===== config.mk =====
export PLATFORM = sky130hd
export DESIGN_NAME = alu_cmd_driver_flat
export DESIGN_NICKNAME = d
export VERILOG_FILES = /design/src/rtl/alu_cmd_driver_if.sv /design/src/rtl/alu_cmd_driver.sv /design/src/flat_wrapper.sv
export SDC_FILE = /design/constraint.sdc
export NUM_CORES = 1
export LEC_CHECK = 0
export ABC_AREA = 1
export BUFFER_PORTS_ARGS = -buffer_cell sky130_fd_sc_hd__buf_2
export CAP_MARGIN = 15
export CORE_ASPECT_RATIO = 1.75
export CORE_MARGIN = 2
export CORE_UTILIZATION = 25
export CTS_BUF_LIST = sky130_fd_sc_hd__clkbuf_4 sky130_fd_sc_hd__clkbuf_8 sky130_fd_sc_hd__clkbuf_16
export CTS_CLUSTER_DIAMETER = 80
export DETAILED_ROUTE_END_ITERATION = 10
export GPL_TIMING_DRIVEN = 0
export PLACE_DENSITY = 0.45
export SYNTH_ARGS = -nofsm -noshare
export SYNTH_HDL_FRONTEND = slang
export SYNTH_SLANG_ARGS = --single-unit

===== constraint.sdc =====
create_clock -name clk -period 1.7 [get_ports clk]
set_input_delay 0.085 -clock clk [delete_from_list [all_inputs] [get_ports clk]]
set_output_delay 0.085 -clock clk [all_outputs]
set_load 0.01 [all_outputs]

===== src/rtl/alu_cmd_driver_if.sv =====
// Command/response channel bundle for alu_cmd_driver.
// The master side (a sequencer or datapath controller) issues commands and
// consumes responses. The slave side (the driver) accepts commands and
// produces responses.
interface alu_cmd_driver_if;
    logic        cmd_valid;
    logic        cmd_ready;
    logic [31:0] cmd_a;
    logic [31:0] cmd_b;
    logic [4:0]  cmd_shamt;
    logic [3:0]  cmd_funct;
    logic        rsp_valid;
    logic        rsp_ready;
    logic [31:0] rsp_data;
    logic [3:0]  rsp_funct;

    modport master (
        output cmd_valid, cmd_a, cmd_b, cmd_shamt, cmd_funct, rsp_ready,
        input  cmd_ready, rsp_valid, rsp_data, rsp_funct
    );

    modport slave (
        input  cmd_valid, cmd_a, cmd_b, cmd_shamt, cmd_funct, rsp_ready,
        output cmd_ready, rsp_valid, rsp_data, rsp_funct
    );
endinterface


===== src/rtl/alu_cmd_driver.sv =====
// Issuer/collector for a fixed-latency ALU.
// A command is accepted only in IDLE, and its operands are registered onto the
// ALU bus. The driver waits ALU_LAT edges, captures the ALU result and presents
// it on the response channel until it is taken. Only one operation is in
// flight at a time. The operand bus holds its value until the next accept, so
// the ALU always sees stable inputs.
module alu_cmd_driver #(
    parameter int ALU_LAT = 1,   // edges from stable operands to valid out, 0..15
    parameter int CNT_W   = 16   // width of completed-operation counter
) (
    input  logic              clk,
    input  logic              rst,
    alu_cmd_driver_if.slave   bus,
    output logic [31:0]       alu_a,
    output logic [31:0]       alu_b,
    output logic [4:0]        alu_shamt,
    output logic [3:0]        alu_funct,
    input  logic [31:0]       alu_out,
    output logic [CNT_W-1:0]  ops_done
);

    typedef enum logic [1:0] {
        IDLE = 2'd0,
        WAIT = 2'd1,
        RESP = 2'd2
    } state_t;

    localparam logic [3:0] LAT_INIT = 4'(ALU_LAT);

    state_t            state_reg, state_next;
    logic [3:0]        cnt_reg, cnt_next;
    logic [31:0]       a_reg, a_next;
    logic [31:0]       b_reg, b_next;
    logic [4:0]        shamt_reg, shamt_next;
    logic [3:0]        funct_reg, funct_next;
    logic              rsp_valid_reg, rsp_valid_next;
    logic [31:0]       rsp_data_reg, rsp_data_next;
    logic [3:0]        rsp_funct_reg, rsp_funct_next;
    logic [CNT_W-1:0]  ops_reg, ops_next;
    logic              cmd_accept;

    // Ready comes straight from the state so the source sees it in the same cycle.
    assign bus.cmd_ready = (state_reg == IDLE) && !rst;
    assign cmd_accept    = bus.cmd_valid && bus.cmd_ready;

    assign alu_a         = a_reg;
    assign alu_b         = b_reg;
    assign alu_shamt     = shamt_reg;
    assign alu_funct     = funct_reg;
    assign bus.rsp_valid = rsp_valid_reg;
    assign bus.rsp_data  = rsp_data_reg;
    assign bus.rsp_funct = rsp_funct_reg;
    assign ops_done      = ops_reg;

    // State and datapath registers. Reset aborts any in-flight operation.
    always_ff @(posedge clk) begin
        if (rst) begin
            state_reg     <= IDLE;
            cnt_reg       <= '0;
            a_reg         <= '0;
            b_reg         <= '0;
            shamt_reg     <= '0;
            funct_reg     <= '0;
            rsp_valid_reg <= 1'b0;
            rsp_data_reg  <= '0;
            rsp_funct_reg <= '0;
            ops_reg       <= '0;
        end else begin
            state_reg     <= state_next;
            cnt_reg       <= cnt_next;
            a_reg         <= a_next;
            b_reg         <= b_next;
            shamt_reg     <= shamt_next;
            funct_reg     <= funct_next;
            rsp_valid_reg <= rsp_valid_next;
            rsp_data_reg  <= rsp_data_next;
            rsp_funct_reg <= rsp_funct_next;
            ops_reg       <= ops_next;
        end
    end

    // Next-state and register-update decode. Every register holds by default.
    always_comb begin
        state_next     = state_reg;
        cnt_next       = cnt_reg;
        a_next         = a_reg;
        b_next         = b_reg;
        shamt_next     = shamt_reg;
        funct_next     = funct_reg;
        rsp_valid_next = rsp_valid_reg;
        rsp_data_next  = rsp_data_reg;
        rsp_funct_next = rsp_funct_reg;
        ops_next       = ops_reg;

        case (state_reg)
            IDLE: begin
                if (cmd_accept) begin
                    a_next     = bus.cmd_a;
                    b_next     = bus.cmd_b;
                    shamt_next = bus.cmd_shamt;
                    funct_next = bus.cmd_funct;
                    cnt_next   = LAT_INIT;
                    state_next = WAIT;
                end
            end
            WAIT: begin
                if (cnt_reg != 4'd0) begin
                    cnt_next = cnt_reg - 4'd1;
                end else begin
                    // The operands have been stable for ALU_LAT edges, so alu_out is valid.
                    rsp_data_next  = alu_out;
                    rsp_funct_next = funct_reg;
                    rsp_valid_next = 1'b1;
                    state_next     = RESP;
                end
            end
            RESP: begin
                if (rsp_valid_reg && bus.rsp_ready) begin
                    rsp_valid_next = 1'b0;
                    ops_next       = ops_reg + CNT_W'(1);
                    state_next     = IDLE;
                end
            end
            default: begin
                state_next = IDLE;
            end
        endcase
    end

endmodule

===== src/flat_wrapper.sv =====
// flat-port wrapper written by rule: the top's interface ports become plain ports
module alu_cmd_driver_flat 
#(
    parameter int ALU_LAT = 1,                                                    
    parameter int CNT_W   = 16                                          
)
  (clk, rst, alu_a, alu_b, alu_shamt, alu_funct, alu_out, ops_done, bus_cmd_valid, bus_cmd_a, bus_cmd_b, bus_cmd_shamt, bus_cmd_funct, bus_rsp_ready, bus_cmd_ready, bus_rsp_valid, bus_rsp_data, bus_rsp_funct);
  alu_cmd_driver_if bus_i ();
  input  logic clk;
  input  logic rst;
  output logic [31:0] alu_a;
  output logic [31:0] alu_b;
  output logic [4:0] alu_shamt;
  output logic [3:0] alu_funct;
  input  logic [31:0] alu_out;
  output logic [CNT_W-1:0] ops_done;
  input wire logic [$bits(bus_i.cmd_valid)-1:0] bus_cmd_valid;
  input wire logic [$bits(bus_i.cmd_a)-1:0] bus_cmd_a;
  input wire logic [$bits(bus_i.cmd_b)-1:0] bus_cmd_b;
  input wire logic [$bits(bus_i.cmd_shamt)-1:0] bus_cmd_shamt;
  input wire logic [$bits(bus_i.cmd_funct)-1:0] bus_cmd_funct;
  input wire logic [$bits(bus_i.rsp_ready)-1:0] bus_rsp_ready;
  output wire logic [$bits(bus_i.cmd_ready)-1:0] bus_cmd_ready;
  output wire logic [$bits(bus_i.rsp_valid)-1:0] bus_rsp_valid;
  output wire logic [$bits(bus_i.rsp_data)-1:0] bus_rsp_data;
  output wire logic [$bits(bus_i.rsp_funct)-1:0] bus_rsp_funct;
  assign bus_i.cmd_valid = bus_cmd_valid;
  assign bus_i.cmd_a = bus_cmd_a;
  assign bus_i.cmd_b = bus_cmd_b;
  assign bus_i.cmd_shamt = bus_cmd_shamt;
  assign bus_i.cmd_funct = bus_cmd_funct;
  assign bus_i.rsp_ready = bus_rsp_ready;
  assign bus_cmd_ready = bus_i.cmd_ready;
  assign bus_rsp_valid = bus_i.rsp_valid;
  assign bus_rsp_data = bus_i.rsp_data;
  assign bus_rsp_funct = bus_i.rsp_funct;
  alu_cmd_driver #(.ALU_LAT(ALU_LAT), .CNT_W(CNT_W)) u_core (.clk(clk), .rst(rst), .bus(bus_i), .alu_a(alu_a), .alu_b(alu_b), .alu_shamt(alu_shamt), .alu_funct(alu_funct), .alu_out(alu_out), .ops_done(ops_done));
endmodule

==> Word level (Yosys, flattened, before mapping) <==
Cells that the tools add are included.
{ "classes": {"n_lt_le_gt_ge": 0, "n_mux": 10, "mul": 0, "n_div": 0, "n_addsub": 2, "n_reduce_logical": 14, "n_shift": 0, "bitwise_logic": 1, "eq_ne": 6} }
{ "op_table": {"columns": ["op", "count"], "rows": [
  ["$add 16x1->16 const B", 1],
  ["$reduce_and 3->1", 3],
  ["$mux 4", 2],
  ["$pmux 4 s2", 1],
  ["$mux 2", 3],
  ["$ne 2x1->1 const B", 3],
  ["$pmux 2 s3", 1],
  ["$reduce_and 2->1", 3],
  ["$reduce_bool 2->1", 2],
  ["$reduce_bool 4->1", 1],
  ["$sub 4x1->4 const B", 1],
  ["$logic_and 1x1->1", 3],
  ["$eq 2x1->1 const B", 1],
  ["$eq 2x2->1 const B", 1],
  ["$logic_not 2->1", 1],
  ["$mux 1", 2],
  ["$ne 2x2->1 const B", 1],
  ["$pmux 1 s2", 1],
  ["$logic_not 1->1", 1],
  ["$not 1->1", 1]
]} }
{ "word_totals": {"memories": 0, "output_inout_bits": 127, "rom_bits": 0, "wordCells": 43, "inputBits": 109, "latch_bits": 0, "ram_bits": 0, "ff_bits": 132} }

==> Longest topological paths before layout <==
Gate-level depths: netlist of the first run.
{ "depth": {"word_depth": 5, "depth_mapped": 9, "depth_no_buf": 9} }

==> Least setup slack after synthesis of the first run <==
Ideal clock, no wire load.
{ "synth_timing": {"path_type": "reg-to-reg", "startpoint": "register u_core.ops_reg[1], in the netlist u_core.ops_done[1]", "endpoint": "register u_core.ops_reg[14], in the netlist u_core.ops_done[14]", "arrival_ns": 1.222, "path_slack_ns": 0.414, "setup_ns": 0.064, "synth_period_minus_slack_ns": 1.286, "stages_incl_launch_ff": 10, "required_ns": 1.636, "path_buffers": 0, "cell_sequence": "dfxtp_1 ha_1 nand2_1 nor2_1 nand2_1 nor2_4 nand3_1 nand2_1 inv_1 nor2_1"} }
{ "synth_via": {"elab_chain_len": 1} }
{ "synth_rtl": {"columns": ["item", "line_no", "text"], "rows": [
  ["from (decl)", "alu_cmd_driver.sv:39", "logic [CNT_W-1:0] ops_reg, ops_next;"],
  ["from (signal assigned)", "alu_cmd_driver.sv:78", "ops_reg <= ops_next;"],
  ["$add 16x1->16", "alu_cmd_driver.sv:120", "ops_next = ops_reg + CNT_W'(1);"]
]} }
Every way passes these cells.
A chain may end at the register's enable or synchronous reset.

==> Final worst setup path of the first run <==
{ "layout_timing": {"startpoint": "register u_core.state_reg[1]", "endpoint": "output bus_cmd_ready"} }
{ "layout_via": {"elab_chain_len": 2} }
{ "layout_rtl": {"columns": ["item", "line_no", "text"], "rows": [
  ["from (decl)", "alu_cmd_driver.sv:30", "state_t state_reg, state_next;"],
  ["from (signal assigned)", "alu_cmd_driver.sv:69", "state_reg <= state_next;"],
  ["$logic_not 2->1", "alu_cmd_driver.sv:43", "assign bus.cmd_ready = (state_reg == IDLE) && !rst;"],
  ["$logic_and 1x1->1", "alu_cmd_driver.sv:43", null],
  ["to (decl)", "flat_wrapper.sv:23", "output wire logic [$bits(bus_i.cmd_ready)-1:0] bus_cmd_ready;"]
]} }
Every way passes these cells.

==> qor.yml, run 1 <==
run_status:
  outcome: "completed"
pwr:
  power_density_nw_per_um2: 1090
  p_sw_mw: 2.20
  p_leak_nw: 4.04
  power.internal_mw: 6.70
  power_frac_comb_pct: 14.7
  pwr-share-clk_pct: 46.4
  p_sw_share_pct: 24.7
  ir_drop_uv: 797
  pwr-share-seq_pct: 38.9
critical_path:
  critPathKind: "reg2out"
  path_max_fanout: 10
  cp-start-kind: "flip-flop"
  crit_required_ps: 1620
  timing.critical_path.arrival_ps: 1430
  end_kind: "primary output"
sta:
  fmax_mhz: 660
  min_period_ps: 1520
  finalHoldViolations: 0
  finalSetupViolCount: 0
  worst_clock_skew_ps: 4.28
  slew_headroom_pct: 64.0
  finalCritPeriodShare_pct: 89.2
  maxSlewViolCount: 0
  tightest_slew_ps: 541
  tns_ps: 0
  rsz0062_at_grt: "false"
clock_tree:
  cts.sinks: 132
  clk_pin_slew_ps: 60
  tritoncts: "yes"
  clk_latency_ps: 420
  clock-root-buffer: "clkbuf_16"
  numCtsBuffers: 17
  cts.path.max_buffers: 2
  htree_levels: 4
synthesis:
  yosys-top-cells-count: "150 x nand3_1, 132 x dfxtp_1, 102 x nand2_1"
  ys_dominant_reg_cell: "dfxtp_1"
  yosysMostFrequentCell: "nand3_1"
  synth_area_um2: 4980
  yosysWarnings: 0
  synth_top_area_share_pct: 53.1
  synthTopCellsByArea: "dfxtp_1 53%, nand3_1 15%, nand2_1 7.7%, nor2_1 7.2%, o21ai_0 3.6%"
  synth_top_cell_by_area: "dfxtp_1"
  yosysSeqAreaShare_pct: 53.1
  synth_cells: 646
  synth.avg_cell_area_um2: 7.70
  ys_ff_latch: 132
  synth_edf_count: 0
  synth_fp_nets: 758
  async_reset_ff_share_pct: 0
  yosys.cell_types.count: 26
final_layout:
  drive_above_1_share_pct: 29.2
  design_area_um2: 8200
  final_util_pct: 41.7
  nNetsFinal: 1118
  stdcell_count: 1264
  diodes: 0
  syn_to_final_growth_pct: 64.7
  fillers: 2065
drt:
  wl_mm: 17.8
  drt_iter0_markers: 188
  vias: 5518
  ant_nets: 0
  wl_per_cell_um: 14.1
  vias_per_cell: 4.37
  drcViolationCount: 0
  drtPass1Iterations: 4
floorplan:
  ios: 236
  die_y_um: 191
  start_util_pct: 25.3
  core_area_um2: 19700
  die_w_um: 111
  row_count: 68
  dieArea_um2: 21100
placed_design:
  placedCellCount: 1126
  numPortBuffers: 235
  dpl.hpwl_mm: 13.3
  place.gp.congestion: 0.789
  place_area_um2: 6460
grt:
  grt_max_degree: 17
  grt_pass1_vias: 5569
  grt_antenna_before_repair: 0
  track_usage_pct: 16.8
  grt_pass1_wl_mm: 28.3
  grt-ovfl-total: 0
min_path:
  hp-class: "in2reg"
flow_run:
  max-cap-violations: 0
==> area by class of cell <==
class                      count  area (µm²)  area share [%]
sequential                   132        2640            32.2
clock buffer                  22         488            5.95
buffer                        44         206            2.52
inverter                      28         105            1.28
clock inverter                10         175            2.14
tap                          245         307            3.74
timing repair buffer         341        2230            27.3
multi-input combinational    442        2040            24.9
==> timing repair <==
action / in CTS / in global routing
resized for setup: 2 / 5
setup buffers: 1 / 0
endpoints found under the setup margin: 20 / 15
endpoints found under the hold margin: 105 / 0
hold buffers: 105 / 0
pin swaps: 1 / 0
==> critical path, cell delays in order, from the launching register on <==
cell and delay, ps:
dfxtp_1 390, nor3_4 160, clkbuf_2 280, buf_2 190
==> power by group through the flow <==
stage | registers (mW) | clock network (mW) | logic (mW)
floorplan | 3.62 | 0 | 0.481
finish | 3.46 | 4.13 | 1.31
detailed placement | 3.53 | 0 | 1.13
global route | 3.49 | 4.38 | 1.46
CTS | 3.46 | 4.27 | 1.33
global placement | 3.52 | 0 | 1.13
==> final timing paths <==
kind / cells after the start / slack, ps / start / endpoint
max reg2reg: 7 / 210 / u_core.state_reg[0]$_SDFFE_PP0P_ / u_core.bus.rsp_data[18]$_SDFFE_PP0P_
min reg2reg: 2 / 470 / u_core.alu_a[16]$_SDFFE_PP0P_ / u_core.alu_a[16]$_SDFFE_PP0P_
min: 4 / 40 / rst / u_core.cnt_reg[2]$_SDFFE_PP0P_
max: 3 / 180 / u_core.state_reg[1]$_SDFFE_PP0P_ / bus_cmd_ready
==> layer usage <==
layer,vias to the layer above,GRT usage [%],routed length (µm)
met5,-,0,0
met4,0,7.02,439
met3,25,4.67,922
met2,167,32.1,9550
met1,2478,17.0,6900
li1,2848,-,-
==> placed cells by master, fill, tap and decap left out, types with 8 or more instances in the layout <==
master / netlist / routed
clkbuf_1: 21 / 19
nor2_1: 96 / 95
o21ai_1: 9 / 9
dfxtp_1: 132 / 131
buf_2: 9 / 244
buf_1: 8 / 8
clkbuf_16: 0 / 17
dlygate4sd3_1: 0 / 105
nand2_1: 102 / 102
o21ai_0: 36 / 36
a21oi_1: 21 / 21
nand3_1: 150 / 150
inv_1: 26 / 26
nor3_1: 9 / 9
==> logic make-up after synthesis <==
logic type               synth area share, %
XOR/XNOR                               0.176
adder cells (fa/ha/maj)                0.754
buffers and inverters                   6.21
flip-flops                              53.1
AO/OA/AOI/OAI                           7.09
AND/OR/NAND/NOR                         32.7
==> per-stage QoR <==
stage               power [mW]  worst slack (ps)  hold WS, ps
floorplan                 4.11               414          216
global placement          4.65             -64.0          301
detailed placement        4.66             -79.0          305
CTS                       9.06              89.0         12.0
global route              9.33              9.45         49.3
finish                    8.90               184         41.9
(Power assumes the default switching activity.)
==> run 2: changes to the inputs <==
==> constraint.sdc (replaced) <==
create_clock -name clk -period 1.7 [get_ports clk]
set_input_delay 0.34 -clock clk [delete_from_list [all_inputs] [get_ports clk]]
set_output_delay 0.34 -clock clk [all_outputs]
set_load 0.01 [all_outputs]
==> run 2 against run 1 <==
Via count fell by 6.7%. Power fell by 2.1%. Combinational power fell by 15%. Final cell count fell by 8.1%. Setup slack got worse by 110 ps. Sequential power barely moved. Design area fell by 13%. First-iteration DRC count fell by 14%. Sequential cell count did not move. Routed wire length fell by 3.8%. Die area did not move. Critical path type unchanged.
==> qor.yml, run 2 (synthesized netlist as in run 1, its figures left out) <==
critical_path:
  timing.critical_path.arrival_ps: 1280
  cp-start-kind: "flip-flop"
  worst_path_largest_cell_delay_ps: 390
  path_max_fanout: 5
  r2r_start: "u_core.state_reg[0]$_SDFFE_PP0P_"
  end_kind: "primary output"
  crit_required_ps: 1360
  slowest_stage: "dfxtp_1"
  crit_path_start: "u_core.state_reg[1]$_SDFFE_PP0P_"
  critPathKind: "reg2out"
  path_cells: "nor3_4 > clkbuf_8 > buf_2"
  crit_buf_inv: 2
  worst_path_dominant_cell_family: "flip-flops"
final_layout:
  nNetsFinal: 1014
  layout_common_cells: "244 x buf_2, 150 x nand3_1, 131 x dfxtp_1"
  final_util_pct: 36.5
  stdcell_count: 1161
  layout_commonest_cell: "buf_2"
  syn_to_final_growth_pct: 44.0
  drive_above_1_share_pct: 32.7
placed_design:
  numPortBuffers: 235
  place.gp.congestion: 0.789
  dpl.hpwl_mm: 13.3
  placedCellCount: 1126
pwr:
  power_mw: 8.71
  pwr-share-clk_pct: 47.4
  p_sw_mw: 2.16
  p_sw_share_pct: 24.8
  power_frac_comb_pct: 12.9
  power_density_nw_per_um2: 1220
  ir_drop_uv: 792
  power.internal_mw: 6.55
  p_leak_nw: 3.60
  pwr-share-seq_pct: 39.7
floorplan:
  dieArea_um2: 21100
  ios: 236
  start_util_pct: 25.3
  core_area_um2: 19700
  row_count: 68
  die_y_um: 191
  die_w_um: 111
grt:
  grt-ovfl-total: 0
  grt_pass1_wl_mm: 26.8
  grt_antenna_before_repair: 4
  track_usage_pct: 16.3
  grt_max_degree: 17
  grt_pass1_vias: 5072
clock_tree:
  clk_pin_slew_ps: 60
  cts.sinks: 132
  cts.path.max_buffers: 2
  htree_levels: 4
  tritoncts: "yes"
  clock-root-buffer: "clkbuf_16"
  numCtsBuffers: 17
  clk_latency_ps: 420
sta:
  finalSetupViolCount: 0
  maxSlewViolCount: 0
  fmax_mhz: 616
  worst_clock_skew_ps: 3.89
  tightest_slew_ps: 541
  finalCritPeriodShare_pct: 95.5
  rsz0062_at_grt: "false"
  holdWs_ps: 135
  finalHoldViolations: 0
  min_period_ps: 1620
  slew_headroom_pct: 63.9
drt:
  drt_iter0_markers: 161
  drtPass1Iterations: 4
  wl_per_cell_um: 14.8
  vias: 5150
  vias_per_cell: 4.44
  ant_nets: 0
  drcViolationCount: 0
  wl_mm: 17.1
min_path:
  hp-class: "in2reg"
  min_from: "bus_cmd_a[0]"
flow_run:
  max-cap-violations: 0
run_status:
  outcome: "completed"
-- run 2: changes by cell type in the layout (fill, tap and decap cells not counted) --
cell and delta:
dlygate4sd3_1 -105, buf_4 +1, clkbuf_2 -1, clkbuf_8 +1, diode_2 +1
-- run 2: area by class of cell --
| class | instances | area [µm²] |
|---|---|---|
| fillers | 2179 | 12500 |
| flip-flops and latches | 132 | 2640 |
| multi-input cells | 442 | 2040 |
| repair buffers | 237 | 1190 |
| clock buffers | 22 | 488 |
| well taps | 245 | 307 |
| plain buffers | 44 | 215 |
| clock inverters | 10 | 175 |
| inverters | 28 | 105 |
| diodes | 1 | 2.50 |
-- run 2: per-stage QoR --
step	cell area (µm²)	TNS (ps)	setup slack, ps
6_report	7170	0	76.5
3_3_place_gp	6460	-1650	-355
2_1_floorplan	4980	0	366
4_1_cts	7150	0	9.59
3_5_place_dp	6460	-1890	-375
5_1_grt	7170	0	8.98
-- run 2: worst reg2reg max path: cells and delay by family, from the launching register on --
kind            cells  cell delay, ps
buf+inv             3             400
simple gates        3             370
compound gates      1             200
flops               1             410
-- run 2: final timing paths --
kind	end	slack, ps	depth (start not counted)
setup / recovery	bus_cmd_ready	80	3
hold / removal	u_core.alu_a[0]$_SDFFE_PP0P_	130	3
setup reg to reg	u_core.bus.rsp_data[18]$_SDFFE_PP0P_	210	7
hold reg to reg	u_core.alu_a[22]$_SDFFE_PP0P_	460	2
-- run 2: power by group through the flow --
stage | Sequential [mW] | Clock, mW | Combinational, mW
after floorplan | 3.62 | 0 | 0.481
after global placement | 3.52 | 0 | 1.13
after detailed placement | 3.53 | 0 | 1.13
after CTS | 3.46 | 4.27 | 1.15
after global routing | 3.49 | 4.38 | 1.27
final | 3.46 | 4.13 | 1.12
-- run 2: timing repair --
item | in CTS | in global routing
hold buffers | 0 | 0
pin swaps | 1 | 0
setup buffers | 2 | 0
resized for setup | 4 | 5
endpoints found under the setup margin | 20 | 16
-- run 2: routing by layer --
metal	up-vias	routed length (µm)	GRT usage, %
li1	2644	-	-
met1	2300	6430	16.4
met2	167	9060	29.8
met3	33	1110	5.59
met4	6	488	7.74
met5	-	37	0
==> run 3: changes to the inputs <==
--- a/config.mk
+++ b/config.mk
@@ -6,7 +6,6 @@
 export NUM_CORES = 1
 export LEC_CHECK = 0
 export ABC_AREA = 1
-export BUFFER_PORTS_ARGS = -buffer_cell sky130_fd_sc_hd__buf_2
 export CAP_MARGIN = 15
 export CORE_ASPECT_RATIO = 1.75
 export CORE_MARGIN = 2
@@ -14,8 +13,9 @@
 export CTS_BUF_LIST = sky130_fd_sc_hd__clkbuf_4 sky130_fd_sc_hd__clkbuf_8 sky130_fd_sc_hd__clkbuf_16
 export CTS_CLUSTER_DIAMETER = 80
 export DETAILED_ROUTE_END_ITERATION = 10
+export DONT_BUFFER_PORTS = 1
 export GPL_TIMING_DRIVEN = 0
-export PLACE_DENSITY = 0.45
+export PLACE_DENSITY = 0.35
 export SYNTH_ARGS = -nofsm -noshare
 export SYNTH_HDL_FRONTEND = slang
 export SYNTH_SLANG_ARGS = --single-unit
==> run 3 against run 2 <==
Clock skew is 0.92 ps higher. Hold slack worse by 89 ps. Largest cell class unchanged. Register-to-register slack worse by 90 ps. Core utilization is 6.7 points lower. Fmax is 2.7% higher.
==> qor.yml, run 3 (synthesized netlist as in run 1, its figures left out) <==
grt:
  grt_max_degree: 17
  grt_pass1_vias: 4422
  track_usage_pct: 15.4
  grt_pass1_wl_mm: 25.2
  grt-ovfl-total: 0
  grt_antenna_before_repair: 0
critical_path:
  critPathKind: "reg2reg"
  worst_path_largest_cell_delay_ps: 500
  timing.critical_path.arrival_ps: 1890
  end_kind: "flip-flop"
  crit_buf_inv: 1
  path_common_cell: "nor2_2"
  worst_path_dominant_cell_family: "simple AND/OR/NAND/NOR gates"
  slowest_stage: "dfxtp_1"
  path_max_fanout: 5
  path_cells: "inv_1 > nor2_2 > nand2_2 > nor2_2 > nand3_1 > o21ai_0 > nor2_1"
  cp-start-kind: "flip-flop"
  crit_required_ps: 2010
sta:
  tns_ps: 0
  maxSlewViolCount: 0
  min_period_ps: 1580
  holdWs_ps: 46.3
  slew_headroom_pct: 60.0
  finalCritPeriodShare_pct: 93.0
  rsz0062_at_grt: "true"
  fmax_mhz: 633
  worst_clock_skew_ps: 4.81
  finalHoldViolations: 0
  tightest_slew_ps: 601
  finalSetupViolCount: 0
floorplan:
  die_w_um: 111
  row_count: 68
  dieArea_um2: 21100
  die_y_um: 191
  core_area_um2: 19700
  start_util_pct: 25.3
  ios: 236
pwr:
  p_leak_nw: 2.44
  ir_drop_uv: 631
  power_density_nw_per_um2: 1310
run_status:
  outcome: "completed"
clock_tree:
  cts.path.max_buffers: 2
  clock-root-buffer: "clkbuf_16"
  tritoncts: "yes"
  cts_hold_buf: 0
  clk_latency_ps: 420
  cts.sinks: 132
  clk_pin_slew_ps: 60
  numCtsBuffers: 17
  htree_levels: 4
drt:
  ant_nets: 0
  vias_per_cell: 4.73
  drcViolationCount: 0
  drt_iter0_markers: 170
  vias: 4360
  wl_per_cell_um: 17.4
  wl_mm: 16.1
  drtPass1Iterations: 4
final_layout:
  syn_to_final_growth_pct: 17.6
  final_util_pct: 29.8
  layout_common_cells: "150 x nand3_1, 131 x dfxtp_1, 102 x nand2_1"
  diodes: 0
  layout_commonest_cell: "nand3_1"
  nNetsFinal: 778
  design_area_um2: 5860
  drive_above_1_share_pct: 8.86
placed_design:
  place.gp.congestion: 0.805
  numPortBuffers: 0
  place_area_um2: 5280
  dpl.hpwl_mm: 12.5
min_path:
  hp-class: "in2reg"
flow_run:
  max-cap-violations: 0
run 3: cell count changes in the layout (fill, tap and decap cells not counted):
cell,delta
nor2_4,+1
buf_4,-1
bufinv_16,-4
o21ai_1,+1
clkbuf_1,+1
diode_2,-1
o21ai_0,-1
buf_2,-235
nor2_2,-1
clkinvlp_4,+3
clkbuf_8,-3
clkbuf_2,-1
clkinv_2,+2
run 3: layer usage:
| metal | track usage, % | wire [µm] |
|---|---|---|
| met5 | 0 | 0 |
| met4 | 6.97 | 367 |
| met3 | 7.37 | 1540 |
| met2 | 28.2 | 8550 |
| met1 | 14.4 | 5620 |
run 3: final cells by class:
type	instances	area [µm²]
multi-input combinational	442	2040
clock inverter	11	87.6
fill	2146	13800
buffer	44	208
tap	245	307
sequential	132	2640
clock buffer	19	453
inverter	28	105
timing repair buffer	1	7.51
run 3: through the flow:
stage	total power, mW	cells	setup WS [ps]
after CTS	7.80	922	1.81
after floorplan	4.11	646	366
after global routing	8.05	922	-18.9
after detailed placement	4.35	891	-192
final	7.67	922	119
after global placement	4.33	891	-275
run 3: what timing repair did:
item                                    in CTS  in global routing
endpoints found under the setup margin      57                 68
resized for setup                            2                  7
pin swaps                                    1                  0
buffers inserted                             1                  0
run 3: path summary, 6_finish.rpt:
path | from | to | slack (ps) | cells after the start
hold / removal | bus_cmd_b[12] | u_core.alu_b[12]$_SDFFE_PP0P_ | 50 | 2
setup / recovery | u_core.state_reg[1]$_SDFFE_PP0P_ | u_core.ops_done[9]$_SDFFE_PP0P_ | 120 | 7
setup reg to reg | u_core.state_reg[1]$_SDFFE_PP0P_ | u_core.ops_done[9]$_SDFFE_PP0P_ | 120 | 7
hold reg to reg | u_core.cnt_reg[2]$_SDFFE_PP0P_ | u_core.cnt_reg[2]$_SDFFE_PP0P_ | 520 | 2
run 3: power breakdown:
part	total, mW	switching (mW)	internal, mW
Clock	3.40	1.36	2.05
Combinational	0.629	0.412	0.217
Sequential	3.64	0.301	3.34
Total	7.67	2.07	5.60
run 3: worst reg2reg max path: cells and delay by family, from the launching register on:
family | cells | cell delay (ps)
buffers and inverters | 1 | 90
flip-flops | 1 | 500
AO/OA/AOI/OAI | 1 | 210
AND/OR/NAND/NOR | 5 | 680
